**config.mk**
```make
export PLATFORM = sky130hd
export DESIGN_NAME = dcache_port_arbiter
export DESIGN_NICKNAME = d
export VERILOG_FILES = /design/src/rtl/dcache_arb_pkg.sv /design/src/rtl/dcache_port_arbiter.sv
export SDC_FILE = /design/constraint.sdc
export NUM_CORES = 1
export LEC_CHECK = 0
export ABC_AREA = 1
export CAP_MARGIN = 20
export CORE_AREA = 2 2 211 213
export DETAILED_ROUTE_END_ITERATION = 7
export DIE_AREA = 0 0 213 215
export PLACE_DENSITY = 0.31
export SLEW_MARGIN = 20
export SYNTH_ARGS = -nofsm -noshare
export SYNTH_HDL_FRONTEND = slang
export SYNTH_SLANG_ARGS = --single-unit
export TNS_END_PERCENT = 100
```
**constraint.sdc**
```tcl
create_clock -name clk -period 1.92 [get_ports clk]
set_input_delay 0.192 -clock clk [delete_from_list [all_inputs] [get_ports clk]]
set_output_delay 0.192 -clock clk [all_outputs]
set_load 0.01 [all_outputs]
```
**src/rtl/dcache_arb_pkg.sv**
```systemverilog
// Shared types and widths for the D-cache port arbiter.
package dcache_arb_pkg;

  typedef enum logic [1:0] {
    ARB_IDLE = 2'd0,
    ARB_CORE = 2'd1,
    ARB_WALK = 2'd2
  } arb_state_t;

  localparam int DC_ADDR_W = 64;
  localparam int DC_DATA_W = 64;

endpackage

```
**src/rtl/dcache_port_arbiter.sv**
```systemverilog
// D-cache port arbiter: shares one D-cache request port between the core
// LSU and the MMU page-table walker. One transaction outstanding at most;
// the walker has priority unless the core has been starved STARVE_LIMIT
// consecutive walker grants.
//
// Handshake: a request transfers on a cycle where dc_req_valid && dc_req_ready.
// The core holds core_req_valid and payload until core_req_ready; the walker
// may be replaced or re-selected every cycle until accepted. Responses are
// single-cycle pulses with no back-pressure.
module dcache_port_arbiter
  import dcache_arb_pkg::*;
#(
  parameter int STARVE_LIMIT = 8
) (
  input  logic                 clk,
  input  logic                 reset,
  input  logic                 core_req_valid,
  input  logic [DC_ADDR_W-1:0] core_req_addr,
  input  logic                 core_req_write,
  input  logic [DC_DATA_W-1:0] core_req_wdata,
  input  logic [7:0]           core_req_wstrb,
  output logic                 core_req_ready,
  output logic                 core_resp_valid,
  output logic [DC_DATA_W-1:0] core_resp_data,
  input  logic                 walk_req_valid,
  input  logic [DC_ADDR_W-1:0] walk_req_addr,
  output logic                 walk_resp_valid,
  output logic [DC_DATA_W-1:0] walk_resp_data,
  output logic                 dc_req_valid,
  input  logic                 dc_req_ready,
  output logic [DC_ADDR_W-1:0] dc_req_addr,
  output logic                 dc_req_write,
  output logic [DC_DATA_W-1:0] dc_req_wdata,
  output logic [7:0]           dc_req_wstrb,
  output logic                 dc_req_phys,
  input  logic                 dc_resp_valid,
  input  logic [DC_DATA_W-1:0] dc_resp_data,
  output logic                 err_spurious
);

  localparam int CNT_W = $clog2(STARVE_LIMIT + 1);
  localparam logic [CNT_W-1:0] LIMIT_C = CNT_W'(STARVE_LIMIT);

  arb_state_t       state_q, state_d;
  logic [CNT_W-1:0] starve_cnt_q, starve_cnt_d;
  logic             err_q, err_d;
  logic             core_sel, walk_sel;

  // State, starvation counter and sticky error register.
  always_ff @(posedge clk) begin
    if (reset) begin
      state_q      <= ARB_IDLE;
      starve_cnt_q <= '0;
      err_q        <= 1'b0;
    end else begin
      state_q      <= state_d;
      starve_cnt_q <= starve_cnt_d;
      err_q        <= err_d;
    end
  end

  // Selection, request mux, response steering and next-state logic.
  always_comb begin
    state_d         = state_q;
    starve_cnt_d    = starve_cnt_q;
    err_d           = err_q;
    core_sel        = 1'b0;
    walk_sel        = 1'b0;
    core_req_ready  = 1'b0;
    core_resp_valid = 1'b0;
    core_resp_data  = '0;
    walk_resp_valid = 1'b0;
    walk_resp_data  = '0;
    dc_req_valid    = 1'b0;
    dc_req_addr     = '0;
    dc_req_write    = 1'b0;
    dc_req_wdata    = '0;
    dc_req_wstrb    = '0;
    dc_req_phys     = 1'b0;
    err_spurious    = err_q;

    case (state_q)
      ARB_IDLE: begin
        core_sel = core_req_valid && (!walk_req_valid || starve_cnt_q == LIMIT_C);
        walk_sel = walk_req_valid && !core_sel;
        if (core_sel) begin
          dc_req_valid = 1'b1;
          dc_req_addr  = core_req_addr;
          dc_req_write = core_req_write;
          dc_req_wdata = core_req_wdata;
          dc_req_wstrb = core_req_wstrb;
          if (dc_req_ready) begin
            core_req_ready = 1'b1;
            state_d        = ARB_CORE;
            starve_cnt_d   = '0;
          end
        end else if (walk_sel) begin
          dc_req_valid = 1'b1;
          dc_req_addr  = walk_req_addr;
          dc_req_phys  = 1'b1;
          if (dc_req_ready) begin
            state_d = ARB_WALK;
            if (core_req_valid && starve_cnt_q != LIMIT_C) begin
              starve_cnt_d = starve_cnt_q + CNT_W'(1);
            end
          end
        end
        // Nothing is outstanding, so any response here is unexpected.
        if (dc_resp_valid) begin
          err_d = 1'b1;
        end
      end
      ARB_CORE: begin
        if (dc_resp_valid) begin
          core_resp_valid = 1'b1;
          core_resp_data  = dc_resp_data;
          state_d         = ARB_IDLE;
        end
      end
      ARB_WALK: begin
        dc_req_phys = 1'b1;
        if (dc_resp_valid) begin
          walk_resp_valid = 1'b1;
          walk_resp_data  = dc_resp_data;
          state_d         = ARB_IDLE;
        end
      end
      default: begin
        state_d = ARB_IDLE;
      end
    endcase

    // All outputs are held quiet while reset is asserted.
    if (reset) begin
      core_req_ready  = 1'b0;
      core_resp_valid = 1'b0;
      core_resp_data  = '0;
      walk_resp_valid = 1'b0;
      walk_resp_data  = '0;
      dc_req_valid    = 1'b0;
      dc_req_addr     = '0;
      dc_req_write    = 1'b0;
      dc_req_wdata    = '0;
      dc_req_wstrb    = '0;
      dc_req_phys     = 1'b0;
      err_spurious    = 1'b0;
    end
  end

endmodule
```
==> summary.txt, run 1 <==
Status
  – Result of the run: finished with violations
  – Violations in the final reports: negative setup slack

Critical path
  – Required time worst endpoint: around 1.7 ns
  – Critical path class: reg -> out
  – Startpoint Class: flip-flop
  – Type of destination of the critical path: primary output
  – CP max-delay cell: sky130_fd_sc_hd__dfxtp_2
  – Cell chain of the critical path: inv_2 -> ha_4 -> inv_2 -> nor2_4 -> buf_12 -> buf_16 -> buf_12 -> clkbuf_16 -> nand2_1 -> nor2_1 -> buf_2
  – Maximum single-stage delay on the critical path: 0.31 ns
  – Data arrival time of the worst path: between 1.5 and 2 ns
  – Critical path peak fanout: 9

Power and ir drop
  – Post-route total power: between 0.006 and 0.007 W
  – Power dissipated by switching net loads: 0.002786 W
  – Net Sw Frac: around two fifths
  – Peak supply drop: between 0.2 and 0.25 mV
  – Static Leakage: 5.465 nW
  – Cell-internal power: 0.003849 W
  – Part of the total power dissipated in the clock network: between 5 and 6%
  – Part of the power in registers: 3.2%
  – Power per cell area: between 600 and 700 mW/mm²
  – Share of power burned in combinational logic: 91.4%

Placement
  – DPL Wire Length: ~25000 µm
  – Routability congestion estimate from global placement: 0.8198
  – Worst slack, placed: -0.5064 ns
  – Number of input and output port buffers inserted: 541
  – # placed instances: between 1500 and 2000

Routing
  – Via total after detailed routing: 6833
  – Count of antenna-violating nets left after detailed routing: 0
  – Residual DRC: 0
  – Routed length per placed instance: approximately 17 µm
  – Vias per Instance: roughly 3.6
  – First drt pass iteration count: 5
  – Total Routed Length: 33240 µm
  – Initial DRC count: roughly 220

GRT
  – Global routing usage summed across all routing layers: between 10 and 15%
  – Largest net degree at the start of global routing: 35
  – Global-route wire length before repair: around 44000 µm
  – Global-route congestion overflow total: 0
  – Number of antenna violations at the first check in global routing: 0
  – Via count of the first global-routing pass: ~6700

Yosys
  – Net count after synthesis: 944
  – Post-Synth XOR/XNOR Area: less than 1%
  – Sequential fraction of the synthesis area: around 4.5%
  – Flip-flop and latch count after synthesis: 7
  – Post-synthesis share of cell area spent on full adders, half adders and majority gates: under 10%
  – Number of standard cells after synthesis: around 670
  – Share of synthesized cell area in and, or, nand and nor gates: a little over two thirds
  – Warning count from the yosys run: 0
  – Mean cell area of the mapped netlist: about 4.6 µm²
  – Compound-gate portion of the synthesized area: 1.338%
  – Main combinational cell family by area after synthesis: simple AND/OR/NAND/NOR gates
  – Synthesized area: around 0.0031 mm²
  – Share of cell area taken by muxes after synthesis: 0%
  – Number of distinct library cell variants in the gate-level netlist after synthesis: 21

CTS
  – Clock tree from TritonCTS: done
  – Max clock buf depth: 2
  – Root Buffer: sky130_fd_sc_hd__clkbuf_16
  – Clock latency on the worst-skew pair: approximately 0.23 ns
  – Number of buffers created by CTS: 3
  – CTS Hold Bufs: 0
  – CTS HTree Levels: 1
  – Number of sinks handled by clock tree synthesis: 7
  – Clock input transition at the sequential cells of the worst setup and hold paths: about 0.04 ns

Timing
  – Setup repair after global routing missed its margin: true
  – Slew margin rel.: approximately 74%
  – Shortest clock period the worst path allows after layout: roughly 2.0 ns
  – Tightest Pin Transition: around 0.38 ns
  – Post-route worst setup slack: -0.1104 ns
  – Ratio of final minimum period to clock period: 105.8%
  – Final number of max-transition violations: 0
  – Highest achievable clock rate: 0.4925 GHz
  – Setup TNS Final: -4.248 ns
  – Clock tree skew after final layout: just over 0.0005 ns
  – Final Hold Viols: 0
  – Setup Viol. Count Final: 101

Cells and area
  – Leading cell type in the layout, fill and taps excluded: sky130_fd_sc_hd__clkdlybuf4s50_1
  – Count of non-filler cells in the finished layout: roughly 1900
  – Number of fillers in the final layout: ~5000
  – Antenna diode instance count: 0
  – Layout area overhead: 251.8%
  – Highest-count cells in the layout ignoring fill and taps: sky130_fd_sc_hd__clkdlybuf4s50_1, sky130_fd_sc_hd__buf_2, sky130_fd_sc_hd__nor2_1
  – Final net count: around 1600
  – Final core utilization: between 20% and 30%
  – Fraction of layout instances using a drive strength above 1: a little over two fifths

Min path
  – Hold Crit Class: reg -> reg

Floorplan
  – Die ar.: between 0.04 and 0.05 mm²
  – Die Span Y: ~220 µm
  – Top-level I/O count: roughly 540
  – Number of standard-cell rows in the floorplan: between 70 and 80
  – Effective utilization at floorplan: 7.070%
  – Die X-Extent: between 200 and 250 µm
  – Core area: between 0.04 and 0.05 mm²

Flow run
  – Number of max-cap violations: 0
-- worst paths after layout --
path,startpoint,endpoint,slack [ns],cells past startpoint
hold reg to reg,err_q,err_q,0.47,2
setup / recovery,state_q[0],dc_req_wstrb[1],-0.11,11
hold / removal,err_q,err_q,0.47,2
setup reg to reg,state_q[0],err_q,0.25,11
-- critical path: cells and delay by family (launching register included) --
family                   cells  cell delay, ns
adder cells (fa/ha/maj)      1            0.14
buffers and inverters        7            0.85
flip-flops                   1            0.31
AND/OR/NAND/NOR              3            0.28
-- sequential cells by signal, summed over array words and instances, names as in the netlist --
| name | count |
|---|---|
| err_q | 1 |
| starve_cnt_q | 4 |
| state_q | 2 |
-- timing repair --
| action | 4_1_cts | 5_1_grt |
|---|---|---|
| resized for setup | 883 | 417 |
| gates cloned | 19 | 13 |
| setup buffers | 55 | 18 |
| endpoints found under the setup margin | 270 | 253 |
| pin swaps | 31 | 59 |
-- metal layers --
layer  up-vias  track usage [%]  part of all wire (%)
met5         -                0                     0
met2       353            26.41                    54
met4         0            2.774                   2.7
met1      3086            12.61                    35
met3        22            2.893                   8.7
li1       3372                -                     -
-- synth_stat cells (all sizes together) --
library cell / number / area, µm²
a21oi: 2 / 10.01
buf: 60 / 359.1
clkbuf: 3 / 11.26
dfxtp: 7 / 140.1
ha: 5 / 62.56
inv: 83 / 311.6
nand2: 153 / 584.3
nand3: 71 / 355.3
nand4: 63 / 394.1
nor2: 212 / 798.3
nor3: 1 / 10.01
o21ai: 5 / 25.02
o22ai: 1 / 6.260
xor2: 2 / 17.52
-- cells by family after synthesis --
| logic type | after synthesis |
|---|---|
| compound gates | 8 |
| xor+xnor | 2 |
| fa+ha+maj | 5 |
| buf+inv | 146 |
| flops | 7 |
| simple gates | 500 |
-- final cells by class --
class / count / area [µm²] / share of cell area, %
timing repair buffer: 702 / 6759 / 62.26
multi-input combinational: 515 / 2806 / 25.85
tap: 592 / 740.7 / 6.823
inverter: 83 / 325.3 / 2.997
sequential: 7 / 145.1 / 1.337
clock buffer: 4 / 78.83 / 0.7261
-- power by group through the flow --
| stage | Clock [W] | Sequential (W) | Combinational, W |
|---|---|---|---|
| 2_1_floorplan | 0 | 0.000203 | 0.00168 |
| 3_3_place_gp | 0 | 0.000203 | 0.00440 |
| 3_5_place_dp | 0 | 0.000205 | 0.00434 |
| 4_1_cts | 0.000368 | 0.000210 | 0.00563 |
| 5_1_grt | 0.000376 | 0.000216 | 0.00651 |
| 6_report | 0.000359 | 0.000211 | 0.00607 |
-- per-stage QoR --
| step | hold WS (ns) | cell area (µm²) |
|---|---|---|
| 2_1_floorplan | 0.3058 | 3085 |
| 3_3_place_gp | 0.4626 | 9704 |
| 3_5_place_dp | 0.4694 | 9704 |
| 4_1_cts | 0.4747 | 10540 |
| 5_1_grt | 0.5174 | 10860 |
| 6_report | 0.4724 | 10860 |
No activity file was read; power rests on OpenSTA's default activity.
==> run 2, diff against run 1 <==
Settings changed: ABC_CLOCK_PERIOD_IN_PS from default to 1920, RECOVER_POWER from default to 100.
==> summary.txt, run 2 (same netlist as run 1, synthesis figures left out) <==
Critical path
  – Type of destination of the critical path: primary output
  – Startpoint Class: flip-flop
  – Required time worst endpoint: 1.73 ns (about the same)
  – Top Family by Delay on Critical Path: buffers and inverters
  – Number of buffers and inverters on the critical path: 7 (unchanged)
  – Maximum single-stage delay on the critical path: 0.31 ns (about the same)
  – Critical path class: reg -> out
  – Data arrival time of the worst path: 1.84 ns (about the same)
  – Worst setup slack for register-to-register paths: 0.25 ns (about the same)
  – Cell chain of the critical path: inv_2 -> ha_4 -> inv_2 -> nor2_4 -> buf_12 -> buf_16 -> buf_12 -> clkbuf_16 -> nand2_1 -> nor2_1 -> buf_2
  – Critical path peak fanout: 9 (unchanged)
  – CP max-delay cell: sky130_fd_sc_hd__dfxtp_2

Status
  – Result of the run: finished with violations
  – Violations in the final reports: negative setup slack

CTS
  – Root Buffer: sky130_fd_sc_hd__clkbuf_16
  – CTS HTree Levels: 1 (unchanged)
  – Max clock buf depth: 2 (unchanged)
  – Number of sinks handled by clock tree synthesis: 7 (unchanged)
  – Clock latency on the worst-skew pair: 0.23 ns (about the same)
  – Clock tree from TritonCTS: done
  – Clock input transition at the sequential cells of the worst setup and hold paths: 0.04 ns (about the same)
  – Number of buffers created by CTS: 3 (unchanged)

GRT
  – Largest net degree at the start of global routing: 35 (unchanged)
  – Global-route wire length before repair: 43750 µm (unchanged)
  – Number of antenna violations at the first check in global routing: 0 (unchanged)
  – Global routing usage summed across all routing layers: 12.81% (unchanged)
  – Via count of the first global-routing pass: 6665 (unchanged)
  – Global-route congestion overflow total: 0 (unchanged)

Cells and area
  – Fraction of layout instances using a drive strength above 1: 42.26% (-0.076 points)
  – Layout area overhead: 251.7% (about the same)
  – Antenna diode instance count: 0 (unchanged)
  – Final net count: 1588 (unchanged)
  – Largest registers: starve_cnt_q x4, state_q x2, err_q x1
  – Highest-count cells in the layout ignoring fill and taps: sky130_fd_sc_hd__clkdlybuf4s50_1, sky130_fd_sc_hd__buf_2, sky130_fd_sc_hd__nor2_1
  – Number of fillers in the final layout: 5023 (+0.040%)
  – Leading cell type in the layout, fill and taps excluded: sky130_fd_sc_hd__clkdlybuf4s50_1
  – Top register by number of flip-flops: starve_cnt_q
  – Count of non-filler cells in the finished layout: 1903 (unchanged)
  – Max FFs per register: 4 (unchanged)

Timing
  – Setup Viol. Count Final: 101 (unchanged)
  – Ratio of final minimum period to clock period: 105.8% (about the same)
  – Shortest clock period the worst path allows after layout: 2.030 ns (+0.00003600 ns)
  – Setup repair after global routing missed its margin: true
  – Slew margin rel.: 74.14% (unchanged)
  – Highest achievable clock rate: 0.4925 GHz (about the same)
  – Tightest Pin Transition: 0.3838 ns (unchanged)
  – Final number of max-transition violations: 0 (unchanged)
  – Worst slack on hold paths: 0.4724 ns (unchanged)
  – Setup TNS Final: -4.248 ns (-0.0003700 ns)
  – Clock tree skew after final layout: 0.0005181 ns (unchanged)
  – Final Hold Viols: 0 (unchanged)
  – Post-route worst setup slack: -0.1105 ns (-0.00003600 ns)

Floorplan
  – Effective utilization at floorplan: 7.070% (unchanged)
  – Number of standard-cell rows in the floorplan: 77 (unchanged)
  – Die ar.: 0.04580 mm² (unchanged)
  – Top-level I/O count: 542 (unchanged)
  – Die X-Extent: 213 µm (unchanged)
  – Core area: 0.04364 mm² (unchanged)
  – Die Span Y: 215 µm (unchanged)

Placement
  – DPL Wire Length: 24820 µm (unchanged)
  – # placed instances: 1812 (unchanged)
  – Number of input and output port buffers inserted: 541 (unchanged)
  – Routability congestion estimate from global placement: 0.8198 (unchanged)

Flow run
  – Number of max-cap violations: 0 (unchanged)

Routing
  – Routed length per placed instance: 17.47 µm (unchanged)
  – First drt pass iteration count: 5 (unchanged)
  – Count of antenna-violating nets left after detailed routing: 0 (unchanged)
  – Initial DRC count: 224 (unchanged)
  – Via total after detailed routing: 6833 (unchanged)
  – Vias per Instance: 3.591 (unchanged)
  – Total Routed Length: 33240 µm (unchanged)
  – Residual DRC: 0 (unchanged)

Min path
  – Hold Crit Class: reg -> reg

Power and ir drop
  – Static Leakage: 5.461 nW (about the same)
  – Power per cell area: 611.1 mW/mm² (about the same)
  – Peak supply drop: 0.2458 mV (unchanged)
==> run 2: tightest hold or removal path, delay by kind of cell (launching register included) <==
family / cells / cell delay [ns]
compound gates: 1 / 0.07
buf+inv: 1 / 0.06
flops: 1 / 0.29
==> run 2: path summary, 6_finish.rpt <==
check	startpoint	to	cells after the start
setup reg to reg	state_q[0]	err_q	11
hold reg to reg	err_q	err_q	2
setup / recovery	state_q[0]	dc_req_wstrb[1]	11
hold / removal	err_q	err_q	2
==> run 2: what timing repair did <==
action                                  in CTS  in global routing
buffers inserted                            55                 18
endpoints found under the setup margin     270                253
cloned                                      19                 13
pin swaps                                   31                 59
hold buffers                                 0                  0
gates resized for setup                    883                417
==> run 2: final cells by class <==
| cell class | instances | area [µm²] | share of cell area, % |
|---|---|---|---|
| Clock buffer | 4 | 78.83 | 0.7264 |
| Tap cell | 592 | 740.7 | 6.826 |
| Multi-Input combinational cell | 515 | 2806 | 25.86 |
| Timing Repair Buffer | 702 | 6755 | 62.25 |
| Sequential cell | 7 | 145.1 | 1.337 |
| Inverter | 83 | 325.3 | 2.998 |
==> run 2: metal layers <==
| layer | wire length [µm] | GRT usage, % |
|---|---|---|
| met1 | 11650 | 12.61 |
| met2 | 17820 | 26.41 |
| met3 | 2879 | 2.893 |
| met4 | 887 | 2.774 |
| met5 | 0 | 0 |
==> run 2: metrics by stage <==
stage / power, W / worst slack (ns) / cell area [µm²] / util [%]
after CTS: 0.006202 / -0.2403 / 10540 / 24.16
after global routing: 0.007096 / -0.1951 / 10850 / 24.86
after detailed placement: 0.004549 / -0.5064 / 9704 / 22.24
after floorplan: 0.001885 / 0.4346 / 3085 / -
final: 0.006631 / -0.1105 / 10850 / 24.86
after global placement: 0.004604 / -0.4945 / 9704 / 22.24
==> run 2: power breakdown <==
group / total (W) / internal, W / switching [W] / leakage (nW)
Sequential: 0.000211 / 0.000189 / 0.0000220 / 0.0589
Clock: 0.000359 / 0.000277 / 0.0000821 / 0.0382
Combinational: 0.00606 / 0.00338 / 0.00268 / 5.36
